<file path="config.mk">
export PLATFORM = sky130hd
export DESIGN_NAME = sha_job_sequencer
export DESIGN_NICKNAME = d
export VERILOG_FILES = /design/src/rtl/sha_pkg.sv /design/src/rtl/sha_msg_schedule.sv /design/src/rtl/sha_job_sequencer.sv
export SDC_FILE = /design/constraint.sdc
export NUM_CORES = 2
export LEC_CHECK = 0
export CORE_AREA = 2 2 621 623
export CTS_BUF_LIST = sky130_fd_sc_hd__clkbuf_2 sky130_fd_sc_hd__clkbuf_4 sky130_fd_sc_hd__clkbuf_8
export DETAILED_ROUTE_END_ITERATION = 7
export DIE_AREA = 0 0 623 625
export GPL_ROUTABILITY_DRIVEN = 0
export PLACE_DENSITY = 0.39
export REMOVE_ABC_BUFFERS = 1
export SYNTH_ARGS = -nofsm -noshare
export SYNTH_HDL_FRONTEND = slang
export SYNTH_HIERARCHICAL = 1
export SYNTH_SLANG_ARGS = --single-unit
</file>
<file path="constraint.sdc">
create_clock -name clk -period 55.3 [get_ports clk]
set_input_delay 16.59 -clock clk [delete_from_list [all_inputs] [get_ports clk]]
set_output_delay 16.59 -clock clk [all_outputs]
set_load 0.02 [all_outputs]
</file>
<file path="src/rtl/sha_pkg.sv">
// sha_pkg: shared types and helpers for the SHA-256 job sequencer.
//   HashState   - 8x32 chaining/digest state, word a in [255:224]
//   SHA256_IV   - initial hash value
//   s0 / s1     - message-schedule small sigmas
//   hs_add      - word-wise feed-forward add (no carry between words)
package sha_pkg;

   typedef enum logic {
      ST_IDLE = 1'b0,
      ST_RUN  = 1'b1
   } seq_state_t;

   typedef struct packed {
      logic [31:0] a;
      logic [31:0] b;
      logic [31:0] c;
      logic [31:0] d;
      logic [31:0] e;
      logic [31:0] f;
      logic [31:0] g;
      logic [31:0] h;
   } HashState;

   localparam HashState SHA256_IV = HashState'(
      256'h6a09e667_bb67ae85_3c6ef372_a54ff53a_510e527f_9b05688c_1f83d9ab_5be0cd19);

   function automatic logic [31:0] s0(input logic [31:0] x);
      return {x[6:0], x[31:7]} ^ {x[17:0], x[31:18]} ^ (x >> 3);
   endfunction

   function automatic logic [31:0] s1(input logic [31:0] x);
      return {x[16:0], x[31:17]} ^ {x[18:0], x[31:19]} ^ (x >> 10);
   endfunction

   function automatic HashState hs_add(input HashState x, input HashState y);
      HashState r;
      r.a = x.a + y.a;
      r.b = x.b + y.b;
      r.c = x.c + y.c;
      r.d = x.d + y.d;
      r.e = x.e + y.e;
      r.f = x.f + y.f;
      r.g = x.g + y.g;
      r.h = x.h + y.h;
      return r;
   endfunction

endpackage

</file>
<file path="src/rtl/sha_msg_schedule.sv">
// sha_msg_schedule: 16-word sliding window producing W_t one word per advance.
//   clk, rst    - clock, async active-high reset
//   load_i      - load window with the 16 block words (priority over advance)
//   advance_i   - shift window by one word, appending the next expanded word
//   block_i     - 512-bit message block, word 0 in [511:480]
//   w_o         - current schedule word (window head)
module sha_msg_schedule
   import sha_pkg::*;
(
   input  logic         clk,
   input  logic         rst,
   input  logic         load_i,
   input  logic         advance_i,
   input  logic [511:0] block_i,
   output logic [31:0]  w_o
);

   logic [31:0] win_q [16];
   logic [31:0] win_d [16];
   logic [31:0] w_next;

   // With W_t at the head, this is W_{t+16}.
   assign w_next = s1(win_q[14]) + win_q[9] + s0(win_q[1]) + win_q[0];

   always_comb begin
      win_d = win_q;
      if (load_i) begin
         for (int i = 0; i < 16; i++) begin
            win_d[i] = block_i[511 - 32*i -: 32];
         end
      end else if (advance_i) begin
         for (int i = 0; i < 15; i++) begin
            win_d[i] = win_q[i+1];
         end
         win_d[15] = w_next;
      end
   end

   always_ff @(posedge clk or posedge rst) begin
      if (rst) begin
         for (int i = 0; i < 16; i++) begin
            win_q[i] <= '0;
         end
      end else begin
         win_q <= win_d;
      end
   end

   assign w_o = win_q[0];

endmodule

</file>
<file path="src/rtl/sha_job_sequencer.sv">
// sha_job_sequencer: runs an external sha_compressor as a one-block job engine.
//   job_*               - job handshake: chaining state + 512-bit block
//   res_*               - result FIFO head: feed-forwarded digest
//   cmp_counter/W/...   - drive the compressor; cmp_hash is its state output
//   busy                - a compression is in flight
//
// state   | meaning
// --------+-----------------------------------------------------------------
// ST_IDLE | counter parked at 0, waiting for a job
// ST_RUN  | counter 1..63 computing; counter==0 in RUN is the FINISH cycle,
//         | which pushes the digest and may accept the next job
module sha_job_sequencer
   import sha_pkg::*;
#(
   parameter int RES_DEPTH = 2
) (
   input  logic         clk,
   input  logic         rst,
   input  logic         job_valid,
   output logic         job_ready,
   input  logic [255:0] job_hash,
   input  logic [511:0] job_block,
   output logic         res_valid,
   input  logic         res_ready,
   output logic [255:0] res_hash,
   output logic [5:0]   cmp_counter,
   output logic [31:0]  cmp_W,
   output logic [255:0] cmp_inputhashstate,
   input  logic [255:0] cmp_hash,
   output logic         busy
);

   localparam int PTR_W = (RES_DEPTH > 1) ? $clog2(RES_DEPTH) : 1;
   localparam int CNT_W = $clog2(RES_DEPTH + 1);

   seq_state_t       state_q, state_d;
   logic [5:0]       counter_q, counter_d;
   HashState         saved_h_q, saved_h_d;

   logic [PTR_W-1:0] rd_ptr_q, rd_ptr_d;
   logic [PTR_W-1:0] wr_ptr_q, wr_ptr_d;
   logic [CNT_W-1:0] count_q, count_d;
   logic [CNT_W:0]   occ_after;
   HashState         fifo_mem_q [RES_DEPTH];

   logic             finishing;
   logic             start_point;
   logic             accept;
   logic             pop;
   logic             push;
   HashState         push_hash;
   logic [31:0]      sched_w;

   assign finishing   = (state_q == ST_RUN) && (counter_q == 6'd0);
   assign start_point = (state_q == ST_IDLE) || finishing;
   assign pop         = res_valid && res_ready;
   assign push        = finishing;
   assign push_hash   = hs_add(HashState'(cmp_hash), saved_h_q);

   // Admit a job only if its completion is guaranteed a free FIFO slot:
   // occupancy after this edge must leave room for one more result.
   assign occ_after = (CNT_W+1)'(count_q) + (CNT_W+1)'(finishing) - (CNT_W+1)'(pop);
   assign job_ready = start_point && (occ_after <= (CNT_W+1)'(1));
   assign accept    = job_valid && job_ready;

   sha_msg_schedule u_sched (
      .clk       (clk),
      .rst       (rst),
      .load_i    (accept),
      .advance_i (state_q == ST_RUN),
      .block_i   (job_block),
      .w_o       (sched_w)
   );

   always_comb begin
      state_d   = state_q;
      counter_d = '0;
      saved_h_d = saved_h_q;
      case (state_q)
         ST_IDLE: begin
            if (accept) begin
               state_d   = ST_RUN;
               counter_d = 6'd1;
               saved_h_d = HashState'(job_hash);
            end
         end
         ST_RUN: begin
            if (counter_q != 6'd0) begin
               // 63 + 1 wraps to 0, landing on the FINISH cycle.
               counter_d = counter_q + 6'd1;
            end else if (accept) begin
               counter_d = 6'd1;
               saved_h_d = HashState'(job_hash);
            end else begin
               state_d = ST_IDLE;
            end
         end
         default: state_d = ST_IDLE;
      endcase
   end

   always_ff @(posedge clk or posedge rst) begin
      if (rst) begin
         state_q   <= ST_IDLE;
         counter_q <= '0;
         saved_h_q <= '0;
      end else begin
         state_q   <= state_d;
         counter_q <= counter_d;
         saved_h_q <= saved_h_d;
      end
   end

   assign busy               = (state_q == ST_RUN);
   assign cmp_counter        = counter_q;
   assign cmp_W              = busy ? sched_w : 32'd0;
   assign cmp_inputhashstate = start_point ? job_hash : saved_h_q;

   always_comb begin
      rd_ptr_d = rd_ptr_q;
      wr_ptr_d = wr_ptr_q;
      if (pop) begin
         rd_ptr_d = (rd_ptr_q == PTR_W'(RES_DEPTH - 1)) ? '0 : rd_ptr_q + 1'b1;
      end
      if (push) begin
         wr_ptr_d = (wr_ptr_q == PTR_W'(RES_DEPTH - 1)) ? '0 : wr_ptr_q + 1'b1;
      end
      count_d = count_q + CNT_W'(push) - CNT_W'(pop);
   end

   always_ff @(posedge clk or posedge rst) begin
      if (rst) begin
         rd_ptr_q <= '0;
         wr_ptr_q <= '0;
         count_q  <= '0;
      end else begin
         rd_ptr_q <= rd_ptr_d;
         wr_ptr_q <= wr_ptr_d;
         count_q  <= count_d;
      end
   end

   always_ff @(posedge clk) begin
      if (push) begin
         fifo_mem_q[wr_ptr_q] <= push_hash;
      end
   end

   assign res_valid = (count_q != '0);
   assign res_hash  = fifo_mem_q[rd_ptr_q];

endmodule

</file>
==> impl_metrics.ini <==
[run_status]
status = finished, final reports clean

[sta]
tns_ns = 0
worst_slew_pin_slew_ns = 1.126
finalSetupViolations = 0
fin_skew_ns = 0.1117
max_slew_margin_pct = 24.92
max_freq_mhz = 27.62
post-route-period-util_pct = 65.48
rsz0062_at_grt = no
final_hold_viol_count = 0
slew_viol_final = 0
post-route-min-period_ns = 36.21
setup_slack_ns = 19.09

[clock_tree]
cts_root_buffer = clkbuf_8
cts_hold_buf = 0
clk_pin_slew_ns = 0.06
clk_path_buf_depth = 4
clkLatencyLatePin_ns = 1.06
cts_resized = 0
cts_tree = yes
htree_levels = 5
clock_sinks = 1291
cts_buffers = 275
post_cts_buffers = 0

[worst_setup_path]
worstSetupPathType = in2out
crit_chain = clkdlybuf4s50_1, and2_1, ha_1, inv_1, ha_1, fa_1, xnor2_1, nor3_1, clkdlybuf4s50_1
r2r_cells = 15
critPathCaptureType = output port
required_ns = 38.71
ff2ff_setup_slack_ns = 46.65
reg2reg_from = busy
cpMaxStageDelayCell = clkdlybuf4s50_1
cp-start-kind = input port
crit_arrival_ns = 19.62
cpPeakStageDelay_ns = 0.74
worst-path-max-fanout = 2
r2r-end = u_sched/win_q[375]

[logic_synthesis]
synth_flop_cell = dfrtp_1
syn-cell-area_um2 = 72470
ys_ff_latch = 1291
seq_area_frac_synth_pct = 48.12
yosys_warnings = 6
syn_area_per_cell_um2 = 9.740
synth_edf_count = 512
post_synth_inst_count = 7440
synth_top_area_share_pct = 26.90
async_reset_ff_share_pct = 60.34
yosysTopAreaCell = dfrtp_1
synthTopCellsByArea = dfrtp_1, edfxtp_1, nand2_1
synth_cell_types = 89

[die]
die_h_um = 625
start_util_pct = 18.89
design.die.area_um2 = 389400
core_area_um2 = 383700
rows = 228
ios = 1581
die_w_um = 623

[global_route]
grt_pass1_vias = 63110
grt_overflow = 0
grt_max_degree = 135
antenna_found_initial = 222
grt_pass1_wl_mm = 502.7
track_usage_pct = 18.18

[power]
p_comb_share_pct = 19.4
p_switching_mw = 0.7727
p_seq_share_pct = 38.5
power_density_nw_per_um2 = 26.44
p_leak_nw = 44.20
irDropWorstVdd_mv = 0.01830
power.internal_mw = 1.851
clockPowerShare_pct = 42.2
p_sw_share_pct = 29.45

[route]
drt_wl_total_mm = 367.1
first_pass_iters = 5
wire_per_inst_um = 25.78
drc_errors = 0
drtIter0Drc = 3735
vias = 61300
postRouteAntennaNets = 0
vias_per_cell = 4.305

[placement]
hpwl_mm = 293.0
dpl_worst_slack_ns = 19.15
io_buffers = 1580

[layout]
synthToLayoutAreaGrowth_pct = 36.93
fillCellCount = 41070
layout_commonest_cell = nand2_1
nets = 10290
final_layout_size_suffix_gt1_share_pct = 9.040
most-common-layout-cells = nand2_1, clkdlybuf4s50_1, dfrtp_1

[min_path]
min_to = saved_h_q[190]
hold_class = reg2reg
hold_depth = 2
hold_path.startpoint = saved_h_q[190]

[job]
maxCapViolCount = 0
-- worst max-delay path: cells and delay by family --
family / cells / cell delay [ns]
AND/OR/NAND/NOR: 2 / 0.69
buffers and inverters: 3 / 1.23
adder cells (fa/ha/maj): 3 / 0.93
XOR/XNOR: 1 / 0.17
-- flip-flops by register name, summed over array words and instances, names as in the netlist --
| name | cells |
|---|---|
| fifo_mem_q | 512 |
| u_sched/win_q | 480 |
| saved_h_q | 256 |
| u_sched/w_o | 32 |
| cmp_counter | 6 |
| count_q | 2 |
| busy | 1 |
| rd_ptr_q | 1 |
| wr_ptr_q | 1 |
-- cells in the mapped netlist, drive strengths merged, types with 8 or more instances --
master and number:
a21o 170, ha 283, nor3 33, buf 81, a41oi 10, fa 71, nand4 34, o211ai 20
o21a 34, mux2i 496, dfrtp 779, nand2 2133, nor4 9, a221oi 9, xnor2 242, a31oi 34
and3 32, and2 54, mux2 256, nor3b 17, or2 8, clkbuf 373, and4 8, nand2b 28
a31o 9, edfxtp 512, o21bai 28, nor2 133, a21oi 261, nand3 65, a311oi 13, a211oi 19
inv 235, nor2b 36, o21ai 675, a21boi 15, xor2 146
-- routing by layer --
metal,GRT usage (%),vias up,routed length [µm]
li1,-,28510,-
met1,18.77,29860,131400
met2,34.20,2084,193600
met3,4.577,741,23240
met4,8.373,106,18240
met5,0,-,698
-- worst max-delay path by stage --
stage / startpoint / endpoint / depth (start not counted)
after floorplan: busy / cmp_inputhashstate[129] / 2
after global placement: res_ready / job_ready / 9
after detailed placement: res_ready / job_ready / 9
after CTS: res_ready / job_ready / 9
after global routing: res_ready / job_ready / 9
final: res_ready / job_ready / 9
-- stage by stage --
stage	total power, mW	area [µm²]	utilization [%]	instances	hold slack [ns]
after floorplan	1.256	70570	-	6985	0.4608
after global placement	1.549	93370	24.33	13700	0.4920
after detailed placement	1.547	93370	24.33	13700	0.4975
after CTS	2.684	99070	25.82	14180	0.5120
after global routing	2.726	99160	25.84	14210	0.5324
final	2.624	99230	25.86	14240	0.5066
-- power groups by stage --
stage | Sequential [mW] | Clock, mW | Combinational [mW]
6_report | 1.01 | 1.11 | 0.508
2_1_floorplan | 1.04 | 0 | 0.213
3_3_place_gp | 1.03 | 0 | 0.522
3_5_place_dp | 1.03 | 0 | 0.519
5_1_grt | 1.01 | 1.19 | 0.529
4_1_cts | 1.01 | 1.15 | 0.523
-- final cells by class --
| cell class | instances | area, µm² | area share [%] |
|---|---|---|---|
| flip-flops and latches | 1291 | 34880 | 35.15 |
| clock buffers | 400 | 4992 | 5.031 |
| inverters | 235 | 904.6 | 0.9116 |
| clock inverters | 80 | 705.7 | 0.7112 |
| multi-input cells | 5459 | 34850 | 35.13 |
| well taps | 5060 | 6331 | 6.380 |
| diodes | 65 | 162.7 | 0.1639 |
| repair buffers | 1650 | 16400 | 16.53 |
-- kinds of logic (layout without fill, tap and decap cells) --
kind of cell	after synthesis	in the layout	synth area share, %
multiplexers	752	752	10.83
AO/OA/AOI/OAI	1357	1357	11.05
buffers and inverters	690	2365	3.836
flip-flops	1291	1291	48.12
XOR/XNOR	388	388	4.689
AND/OR/NAND/NOR	2608	2608	14.63
other	0	65	0
adder cells (fa/ha/maj)	354	354	6.847
No activity file was read; power rests on OpenSTA's default activity.
